[config.mk]
export PLATFORM = sky130hd
export DESIGN_NAME = multicycle_sequencer
export DESIGN_NICKNAME = d
export VERILOG_FILES = /design/src/rtl/multicycle_sequencer.sv
export SDC_FILE = /design/constraint.sdc
export NUM_CORES = 1
export LEC_CHECK = 0
export ABC_AREA = 1
export CORE_MARGIN = 1
export CORE_UTILIZATION = 35
export CTS_BUF_LIST = sky130_fd_sc_hd__clkbuf_16
export CTS_CLUSTER_SIZE = 16
export DETAILED_ROUTE_END_ITERATION = 7
export GPL_TIMING_DRIVEN = 0
export PLACE_DENSITY = 0.75
export SLEW_MARGIN = 20
export SYNTH_ARGS = -nofsm -noshare
export SYNTH_HDL_FRONTEND = slang
export SYNTH_SLANG_ARGS = --single-unit
[constraint.sdc]
create_clock -name clk -period 3 [get_ports clk]
set_input_delay 0.6 -clock clk [delete_from_list [all_inputs] [get_ports clk]]
set_output_delay 0.6 -clock clk [all_outputs]
set_load 0.01 [all_outputs]
[src/rtl/multicycle_sequencer.sv]
// Main control FSM for a multicycle RV32I datapath: steps each latched
// instruction through fetch, decode, execute and writeback states.
module multicycle_sequencer (
    input  logic       clk,
    input  logic       reset,
    input  logic [6:0] opcode,
    input  logic [2:0] funct3,
    input  logic       funct7b5,
    input  logic       zero,
    input  logic       sign,
    input  logic       carry,
    input  logic       overflow,
    output logic       pc_write,
    output logic       adr_src,
    output logic       mem_write,
    output logic       ir_write,
    output logic       reg_write,
    output logic [1:0] result_src,
    output logic [1:0] alu_src_a,
    output logic [1:0] alu_src_b,
    output logic [2:0] imm_src,
    output logic [3:0] alu_control,
    output logic       illegal,
    output logic [3:0] state
);

    typedef enum logic [3:0] {
        FETCH    = 4'd0,
        DECODE   = 4'd1,
        MEMADR   = 4'd2,
        MEMREAD  = 4'd3,
        MEMWB    = 4'd4,
        MEMWRITE = 4'd5,
        EXECR    = 4'd6,
        EXECI    = 4'd7,
        ALUWB    = 4'd8,
        BRANCH   = 4'd9,
        JAL      = 4'd10,
        JALR     = 4'd11,
        LINK     = 4'd12,
        UPPER    = 4'd13
    } state_t;

    localparam logic [6:0] OP_LOAD   = 7'b0000011;
    localparam logic [6:0] OP_STORE  = 7'b0100011;
    localparam logic [6:0] OP_REG    = 7'b0110011;
    localparam logic [6:0] OP_IMM    = 7'b0010011;
    localparam logic [6:0] OP_BRANCH = 7'b1100011;
    localparam logic [6:0] OP_JAL    = 7'b1101111;
    localparam logic [6:0] OP_JALR   = 7'b1100111;
    localparam logic [6:0] OP_LUI    = 7'b0110111;
    localparam logic [6:0] OP_AUIPC  = 7'b0010111;

    localparam logic [3:0] ALU_ADD  = 4'b0000;
    localparam logic [3:0] ALU_SUB  = 4'b0001;
    localparam logic [3:0] ALU_AND  = 4'b0010;
    localparam logic [3:0] ALU_OR   = 4'b0011;
    localparam logic [3:0] ALU_XOR  = 4'b0100;
    localparam logic [3:0] ALU_SLL  = 4'b0101;
    localparam logic [3:0] ALU_SRL  = 4'b0110;
    localparam logic [3:0] ALU_SRA  = 4'b0111;
    localparam logic [3:0] ALU_SLT  = 4'b1000;
    localparam logic [3:0] ALU_SLTU = 4'b1001;

    localparam logic [2:0] IMM_I = 3'b000;
    localparam logic [2:0] IMM_S = 3'b001;
    localparam logic [2:0] IMM_B = 3'b010;
    localparam logic [2:0] IMM_U = 3'b011;
    localparam logic [2:0] IMM_J = 3'b100;

    localparam logic [1:0] SRC_A_PC     = 2'b00;
    localparam logic [1:0] SRC_A_OLD_PC = 2'b01;
    localparam logic [1:0] SRC_A_RD1    = 2'b10;
    localparam logic [1:0] SRC_A_ZERO   = 2'b11;

    localparam logic [1:0] SRC_B_RD2    = 2'b00;
    localparam logic [1:0] SRC_B_IMM    = 2'b01;
    localparam logic [1:0] SRC_B_FOUR   = 2'b10;

    localparam logic [1:0] RES_ALU_REG  = 2'b00;
    localparam logic [1:0] RES_MEM      = 2'b01;
    localparam logic [1:0] RES_ALU      = 2'b10;

    state_t state_q;
    state_t state_d;

    // funct7b5 only turns add into sub for register ops; shifts honour it in both forms
    function automatic logic [3:0] alu_decode(input logic [2:0] f3, input logic f7b5,
                                              input logic is_reg);
        logic [3:0] op;
        case (f3)
            3'b000:  op = (is_reg && f7b5) ? ALU_SUB : ALU_ADD;
            3'b001:  op = ALU_SLL;
            3'b010:  op = ALU_SLT;
            3'b011:  op = ALU_SLTU;
            3'b100:  op = ALU_XOR;
            3'b101:  op = f7b5 ? ALU_SRA : ALU_SRL;
            3'b110:  op = ALU_OR;
            default: op = ALU_AND;
        endcase
        return op;
    endfunction

    function automatic logic branch_taken(input logic [2:0] f3, input logic z, input logic s,
                                          input logic c, input logic v);
        logic taken;
        case (f3)
            3'b000:  taken = z;
            3'b001:  taken = !z;
            3'b100:  taken = s ^ v;
            3'b101:  taken = !(s ^ v);
            3'b110:  taken = !c;
            3'b111:  taken = c;
            default: taken = 1'b0;
        endcase
        return taken;
    endfunction

    always_ff @(posedge clk) begin
        if (reset) begin
            state_q <= FETCH;
        end else begin
            state_q <= state_d;
        end
    end

    always_comb begin
        state_d = FETCH;
        case (state_q)
            FETCH:  state_d = DECODE;
            DECODE: begin
                case (opcode)
                    OP_LOAD, OP_STORE: state_d = MEMADR;
                    OP_REG:            state_d = EXECR;
                    OP_IMM:            state_d = EXECI;
                    OP_BRANCH:         state_d = BRANCH;
                    OP_JAL:            state_d = JAL;
                    OP_JALR:           state_d = JALR;
                    OP_LUI, OP_AUIPC:  state_d = UPPER;
                    default:           state_d = FETCH;
                endcase
            end
            MEMADR:   state_d = (opcode == OP_STORE) ? MEMWRITE : MEMREAD;
            MEMREAD:  state_d = MEMWB;
            MEMWB:    state_d = FETCH;
            MEMWRITE: state_d = FETCH;
            EXECR:    state_d = ALUWB;
            EXECI:    state_d = ALUWB;
            ALUWB:    state_d = FETCH;
            BRANCH:   state_d = FETCH;
            JAL:      state_d = ALUWB;
            JALR:     state_d = LINK;
            LINK:     state_d = ALUWB;
            UPPER:    state_d = ALUWB;
            default:  state_d = FETCH;
        endcase
    end

    always_comb begin
        pc_write    = 1'b0;
        adr_src     = 1'b0;
        mem_write   = 1'b0;
        ir_write    = 1'b0;
        reg_write   = 1'b0;
        result_src  = RES_ALU_REG;
        alu_src_a   = SRC_A_PC;
        alu_src_b   = SRC_B_RD2;
        imm_src     = IMM_I;
        alu_control = ALU_ADD;
        illegal     = 1'b0;
        case (state_q)
            FETCH: begin
                ir_write   = 1'b1;
                alu_src_a  = SRC_A_PC;
                alu_src_b  = SRC_B_FOUR;
                result_src = RES_ALU;
                pc_write   = 1'b1;
            end
            DECODE: begin
                // precompute the branch/jal target into alu_reg ahead of execute
                alu_src_a = SRC_A_OLD_PC;
                alu_src_b = SRC_B_IMM;
                imm_src   = (opcode == OP_JAL) ? IMM_J : IMM_B;
                case (opcode)
                    OP_LOAD, OP_STORE, OP_REG, OP_IMM, OP_BRANCH,
                    OP_JAL, OP_JALR, OP_LUI, OP_AUIPC: illegal = 1'b0;
                    default:                           illegal = 1'b1;
                endcase
            end
            MEMADR: begin
                alu_src_a = SRC_A_RD1;
                alu_src_b = SRC_B_IMM;
                imm_src   = (opcode == OP_STORE) ? IMM_S : IMM_I;
            end
            MEMREAD: begin
                adr_src    = 1'b1;
                result_src = RES_ALU_REG;
            end
            MEMWB: begin
                result_src = RES_MEM;
                reg_write  = 1'b1;
            end
            MEMWRITE: begin
                adr_src    = 1'b1;
                result_src = RES_ALU_REG;
                mem_write  = 1'b1;
            end
            EXECR: begin
                alu_src_a   = SRC_A_RD1;
                alu_src_b   = SRC_B_RD2;
                alu_control = alu_decode(funct3, funct7b5, 1'b1);
            end
            EXECI: begin
                alu_src_a   = SRC_A_RD1;
                alu_src_b   = SRC_B_IMM;
                imm_src     = IMM_I;
                alu_control = alu_decode(funct3, funct7b5, 1'b0);
            end
            ALUWB: begin
                result_src = RES_ALU_REG;
                reg_write  = 1'b1;
            end
            BRANCH: begin
                alu_src_a   = SRC_A_RD1;
                alu_src_b   = SRC_B_RD2;
                alu_control = ALU_SUB;
                result_src  = RES_ALU_REG;
                pc_write    = branch_taken(funct3, zero, sign, carry, overflow);
                illegal     = (funct3 == 3'b010) || (funct3 == 3'b011);
            end
            JAL: begin
                result_src = RES_ALU_REG;
                pc_write   = 1'b1;
                alu_src_a  = SRC_A_OLD_PC;
                alu_src_b  = SRC_B_FOUR;
            end
            JALR: begin
                alu_src_a  = SRC_A_RD1;
                alu_src_b  = SRC_B_IMM;
                imm_src    = IMM_I;
                result_src = RES_ALU;
                pc_write   = 1'b1;
            end
            LINK: begin
                alu_src_a = SRC_A_OLD_PC;
                alu_src_b = SRC_B_FOUR;
            end
            UPPER: begin
                imm_src   = IMM_U;
                alu_src_b = SRC_B_IMM;
                alu_src_a = (opcode == OP_LUI) ? SRC_A_ZERO : SRC_A_OLD_PC;
            end
            default: begin
                illegal = 1'b0;
            end
        endcase
        if (reset) begin
            pc_write  = 1'b0;
            mem_write = 1'b0;
            reg_write = 1'b0;
            ir_write  = 1'b0;
            illegal   = 1'b0;
        end
    end

    assign state = state_q;

endmodule

==> flow_summary.toml, run 1 <==
[setup_path]
critPathMaxFanout = 6
cp.arrival_ns = 2.26
worstReg2RegStart = "state[0]"
crit_type = "primary input to output pin"
rrSetupSlack_ns = 1.81
cp.required_ns = 2.40
r2r_cells = 5
startpoint = "funct3[0]"
cp-end-kind = "output pin"
r2r_end = "state[2]"
start_kind = "primary input"

[yosys]
ys_warn_count = 0
netlist_area_um2 = 703
ys_top_cells_by_area = "nand2_1 20%, dfxtp_1 11%, inv_1 11%"
synth_top_cell_by_area = "nand2_1"
ys_types = 24
netlist_instances = 140
syn-num-nets = 157
synth_top_area_share_pct = 19.8
syn-mean-instance-area_um2 = 5.02
ys_ff_latch = 4
ys_seq_area_share_pct = 11.4

[routing]
drc_errors = 0
wirelength_um = 2220
routedWlPerCell_um = 10.8
drt_pass1_iterations = 4
vias = 1031
drtIter0Drc = 18
drt.antenna.violating_nets = 0
post_drt_via_cell_ratio = 5.03

[timing]
fin_skew_ns = 0.00184
final.setup.tns_ns = 0
drv_slew = 0
worst_pin_slew_ns = 0.483
setup_ws_ns = 0.144
slew_headroom_pct = 67.8
rsz0062_at_grt = "no"
layout_worst_path_cycle_share_pct = 95.2
finalSetupViolCount = 0
min_period_ns = 2.86
hold_viol_final = 0
clock.fmax_ghz = 0.350

[finish]
final_util_pct = 65.8
nets = 199
drive_gt1_share_pct = 7.78
antenna_cells = 0
final_common_cell = "nand2_1"
fillers = 180
fin_cells = 205
largest_reg_flops = 4
syn_to_final_growth_pct = 68.5
layout_common_cells = "37 x nand2_1, 35 x clkdlybuf4s50_1, 21 x inv_1"

[placement]
dp_cells = 202
place_ws_ns = 0.0633
place_congestion = 0.848
port-buffer-count = 37
dp_hpwl_um = 1760

[min_path]
hold_start = "state[2]"
hold_class = "flop to flop"
holdPathEnd = "state[2]"
hold_path_depth = 3

[cts]
clockBufferDepth = 2
cts_made_buffers = 3
cts_hold_buf = 0
clock_sinks = 4
cts.clk_slew.worst_paths_ns = 0.03
h-tree-depth = 1
clock_latency_ns = 0.23
cts_tree = "done"
cts_root_buffer = "clkbuf_16"

[grt]
grt_overflow = 0
track_usage_pct = 22.2
first_global_vias = 893
grt_max_degree = 10
antenna_found_initial = 0
grt_pass1_wl_um = 3530

[power_and_ir_drop]
vdd_ir_drop_max_mv = 0.419
power_leakage_uw = 0.000567
finalPower_uw = 370
powerDensity_nw_per_um2 = 312

[floorplan]
die-area_um2 = 2190
dieWidth_um = 46.8
rows = 15
start_util_pct = 39.0
core_area_um2 = 1800
ios = 40
die_h_um = 46.8

[run]
cap_violations = 0

[status]
status = "finished, final reports clean"
cell usage after synthesis:
cell type / count
nand2_1: 37
inv_1: 21
nor2_1: 20
nand3_1: 15
o21ai_0: 11
a21oi_1: 6
dfxtp_1: 4
nor2_2: 4
inv_2: 3
nor3_1: 3
a31oi_1: 2
nand3b_1: 2
a211oi_1: 1
a21oi_2: 1
buf_1: 1
buf_2: 1
nand2_4: 1
nand4_1: 1
nor2_4: 1
nor4_1: 1
o2111ai_1: 1
o211ai_1: 1
o21bai_1: 1
o31ai_1: 1
cell families after synthesis:
kind of cell	share of synthesized area (%)
simple gates	53.9
buf+inv	14.1
compound gates	20.6
flops	11.4
metrics by stage:
| step | area (um2) | hold slack (ns) |
|---|---|---|
| final | 1180 | 0.683 |
| after global placement | 1100 | 0.681 |
| after CTS | 1180 | 0.680 |
| after detailed placement | 1100 | 0.668 |
| after floorplan | 703 | 0.639 |
| after global routing | 1180 | 0.720 |
final cells by class:
cell class / instances / area, um2 / share of cell area, %
plain buffers: 2 / 8.76 / 0.739
clock buffers: 3 / 75.1 / 6.34
inverters: 24 / 90.1 / 7.60
multi-input cells: 110 / 524 / 44.2
flip-flops and latches: 4 / 80.1 / 6.76
well taps: 25 / 31.3 / 2.64
repair buffers: 37 / 375 / 31.7
report_power, final:
part | total, uW | leakage [uW] | switching (uW) | internal, uW
logic | 102 | 0.000497 | 50.4 | 51.6
clock network | 209 | 0.0000370 | 39.0 | 170
registers | 58.1 | 0.0000326 | 3.06 | 55.1
layer usage:
| layer | routed length [um] | track usage [%] | up-vias | share of wire (%) |
|---|---|---|---|---|
| li1 | - | - | 536 | - |
| met1 | 952 | 26.6 | 446 | 43 |
| met2 | 1110 | 40.3 | 44 | 50 |
| met3 | 119 | 3.85 | 5 | 5.4 |
| met4 | 36 | 6.29 | 0 | 1.6 |
| met5 | 0 | 0 | - | 0 |
how the worst max path moves through the flow:
stage          cells past startpoint  slack (ns)              to
2_1_floorplan                      8        1.03        pc_write
3_3_place_gp                      10        0.07        pc_write
3_5_place_dp                      10        0.06        pc_write
4_1_cts                           10        0.06        pc_write
5_1_grt                            8       0.009    alu_src_a[1]
6_report                           8        0.14  alu_control[0]
repair_timing:
action                                  in CTS  in global routing
hold endpoints to repair                     0                  0
buffers inserted                             0                  0
resized for setup                            0                  2
endpoints found under the setup margin       0                  2
worst max-delay path, stage by stage:
cell and delay [ns]:
clkdlybuf4s50_1 0.54, inv_2 0.09, nor2_2 0.15, nand3_1 0.11, nand4_1 0.09, nand3_1 0.07, nand3b_1 0.07, clkdlybuf4s50_1 0.53
Power figures use the tool's default switching activity.
==> run 2: changes to the inputs <==
CORE_MARGIN = not set   (was 1)
CTS_BUF_LIST = sky130_fd_sc_hd__clkbuf_8   (was sky130_fd_sc_hd__clkbuf_16)
REMOVE_ABC_BUFFERS = 1   (was not set)
==> flow_summary.toml, run 2 (synthesis results as in run 1) <==
[setup_path]
crit_type = "primary input to output pin"
cp.required_ns = 2.40
start_kind = "primary input"
critPathMaxFanout = 3
cp-end-kind = "output pin"
cp.arrival_ns = 2.24

[timing]
fin_skew_ns = 0.00379
layout_worst_path_cycle_share_pct = 94.8
worst_pin_slew_ns = 0.378
rsz0062_at_grt = "no"
hold_viol_final = 0
drv_slew = 0
clock.fmax_ghz = 0.352
min_period_ns = 2.84
slew_headroom_pct = 74.7
final.setup.tns_ns = 0
finalSetupViolCount = 0

[finish]
antenna_cells = 0
final_util_pct = 65.2
layout_common_cells = "37 x nand2_1, 34 x clkdlybuf4s50_1, 21 x inv_1"
fillers = 190
nets = 199
syn_to_final_growth_pct = 67.1
final_common_cell = "nand2_1"
drive_gt1_share_pct = 7.22
largest_reg_flops = 4

[placement]
port-buffer-count = 39
place_congestion = 0.826
dp_hpwl_um = 1760

[grt]
grt_max_degree = 10
antenna_found_initial = 0
first_global_vias = 832
grt_pass1_wl_um = 3250
track_usage_pct = 19.7
grt_overflow = 0

[cts]
cts_tree = "done"
h-tree-depth = 1
clock_latency_ns = 0.21
cts_made_buffers = 3
cts_hold_buf = 0
cts.clk_slew.worst_paths_ns = 0.03
clock_sinks = 4
cts_root_buffer = "clkbuf_8"
clockBufferDepth = 2
post-cts-setup-buffer-count = 0
post_cts_resized = 0

[routing]
drt_pass1_iterations = 4
vias = 1021
drc_errors = 0
post_drt_via_cell_ratio = 4.98
drtIter0Drc = 27
wirelength_um = 2100
drt.antenna.violating_nets = 0
routedWlPerCell_um = 10.2

[power_and_ir_drop]
switchingPower_uw = 77.4
power_leakage_uw = 0.000582
power_frac_seq_pct = 21.4
internal-power_uw = 193
power.combinational.fraction_pct = 38.5
vdd_ir_drop_max_mv = 0.455
sw_frac_of_total_pct = 28.6
powerDensity_nw_per_um2 = 230
power_frac_clock_pct = 40.1

[min_path]
hold_class = "flop to flop"

[floorplan]
start_util_pct = 39.0
die_h_um = 46.8
die-area_um2 = 2190
core_area_um2 = 1800
ios = 40
dieWidth_um = 46.8
rows = 15

[status]
status = "finished, final reports clean"

[run]
cap_violations = 0
[run 2: cell count changes in the layout (fill, tap and decap cells not counted)]
| cell | previous run | this run |
|---|---|---|
| buf_1 | 1 | 0 |
| nor2_2 | 4 | 3 |
| nor2_4 | 1 | 2 |
| clkdlybuf4s50_1 | 35 | 34 |
| buf_2 | 1 | 0 |
| clkbuf_16 | 3 | 0 |
| dlymetal6s2s_1 | 2 | 5 |
| clkbuf_8 | 0 | 3 |
[run 2: critical path: stages]
cell	delay (ns)
clkdlybuf4s50_1	0.45
nand2_1	0.08
nor2_1	0.17
nand2_1	0.11
inv_1	0.10
nand3_1	0.07
o2111ai_1	0.09
clkdlybuf4s50_1	0.57
[run 2: area by class of cell]
class,instances,area [um2],area share [%]
Multi-Input combinational cell,110,529,45.0
Timing Repair Buffer,39,403,34.3
Inverter,24,90.1,7.67
Sequential cell,4,80.1,6.82
Clock buffer,3,41.3,3.51
Tap cell,25,31.3,2.66
[run 2: routing by layer]
metal / GRT usage [%] / up-vias / share of wire (%)
met3: 2.31 / 0 / 4.8
met2: 35.8 / 33 / 49
li1: - / 536 / -
met4: 0 / 0 / 0
met1: 26.4 / 452 / 46
met5: 0 / - / 0
[run 2: stage by stage]
stage / hold slack, ns / total power (uW) / std cells / instance area (um2) / worst slack, ns
after floorplan: 0.639 / 106 / 138 / 694 / 1.16
after global placement: 0.675 / 161 / 202 / 1120 / 0.0311
after detailed placement: 0.664 / 163 / 202 / 1120 / 0.0209
after CTS: 0.665 / 271 / 205 / 1160 / 0.0154
after global routing: 0.747 / 287 / 205 / 1170 / 0.00431
final: 0.666 / 271 / 205 / 1170 / 0.155
[run 2: worst paths after layout]
path | startpoint | to | slack (ns) | cells past startpoint
worst max-delay path | opcode[1] | alu_src_a[1] | 0.16 | 8
worst min-delay path | state[1] | state[3] | 0.67 | 2
worst max register to register | state[0] | state[2] | 1.71 | 5
worst min register to register | state[1] | state[3] | 0.67 | 2
[run 2: power groups by stage]
stage	combinational (uW)	clock [uW]	sequential, uW
6_report	104	109	57.9
4_1_cts	105	109	57.9
2_1_floorplan	46.9	0	58.8
5_1_grt	115	113	58.3
3_5_place_dp	104	0	58.6
3_3_place_gp	102	0	58.7
==> run 3: changes to the inputs <==
CTS_CLUSTER_SIZE = 25   (was 16)
==> results of run 3 <==
The final DEF is identical to that of run 2; final timing and power are the same.
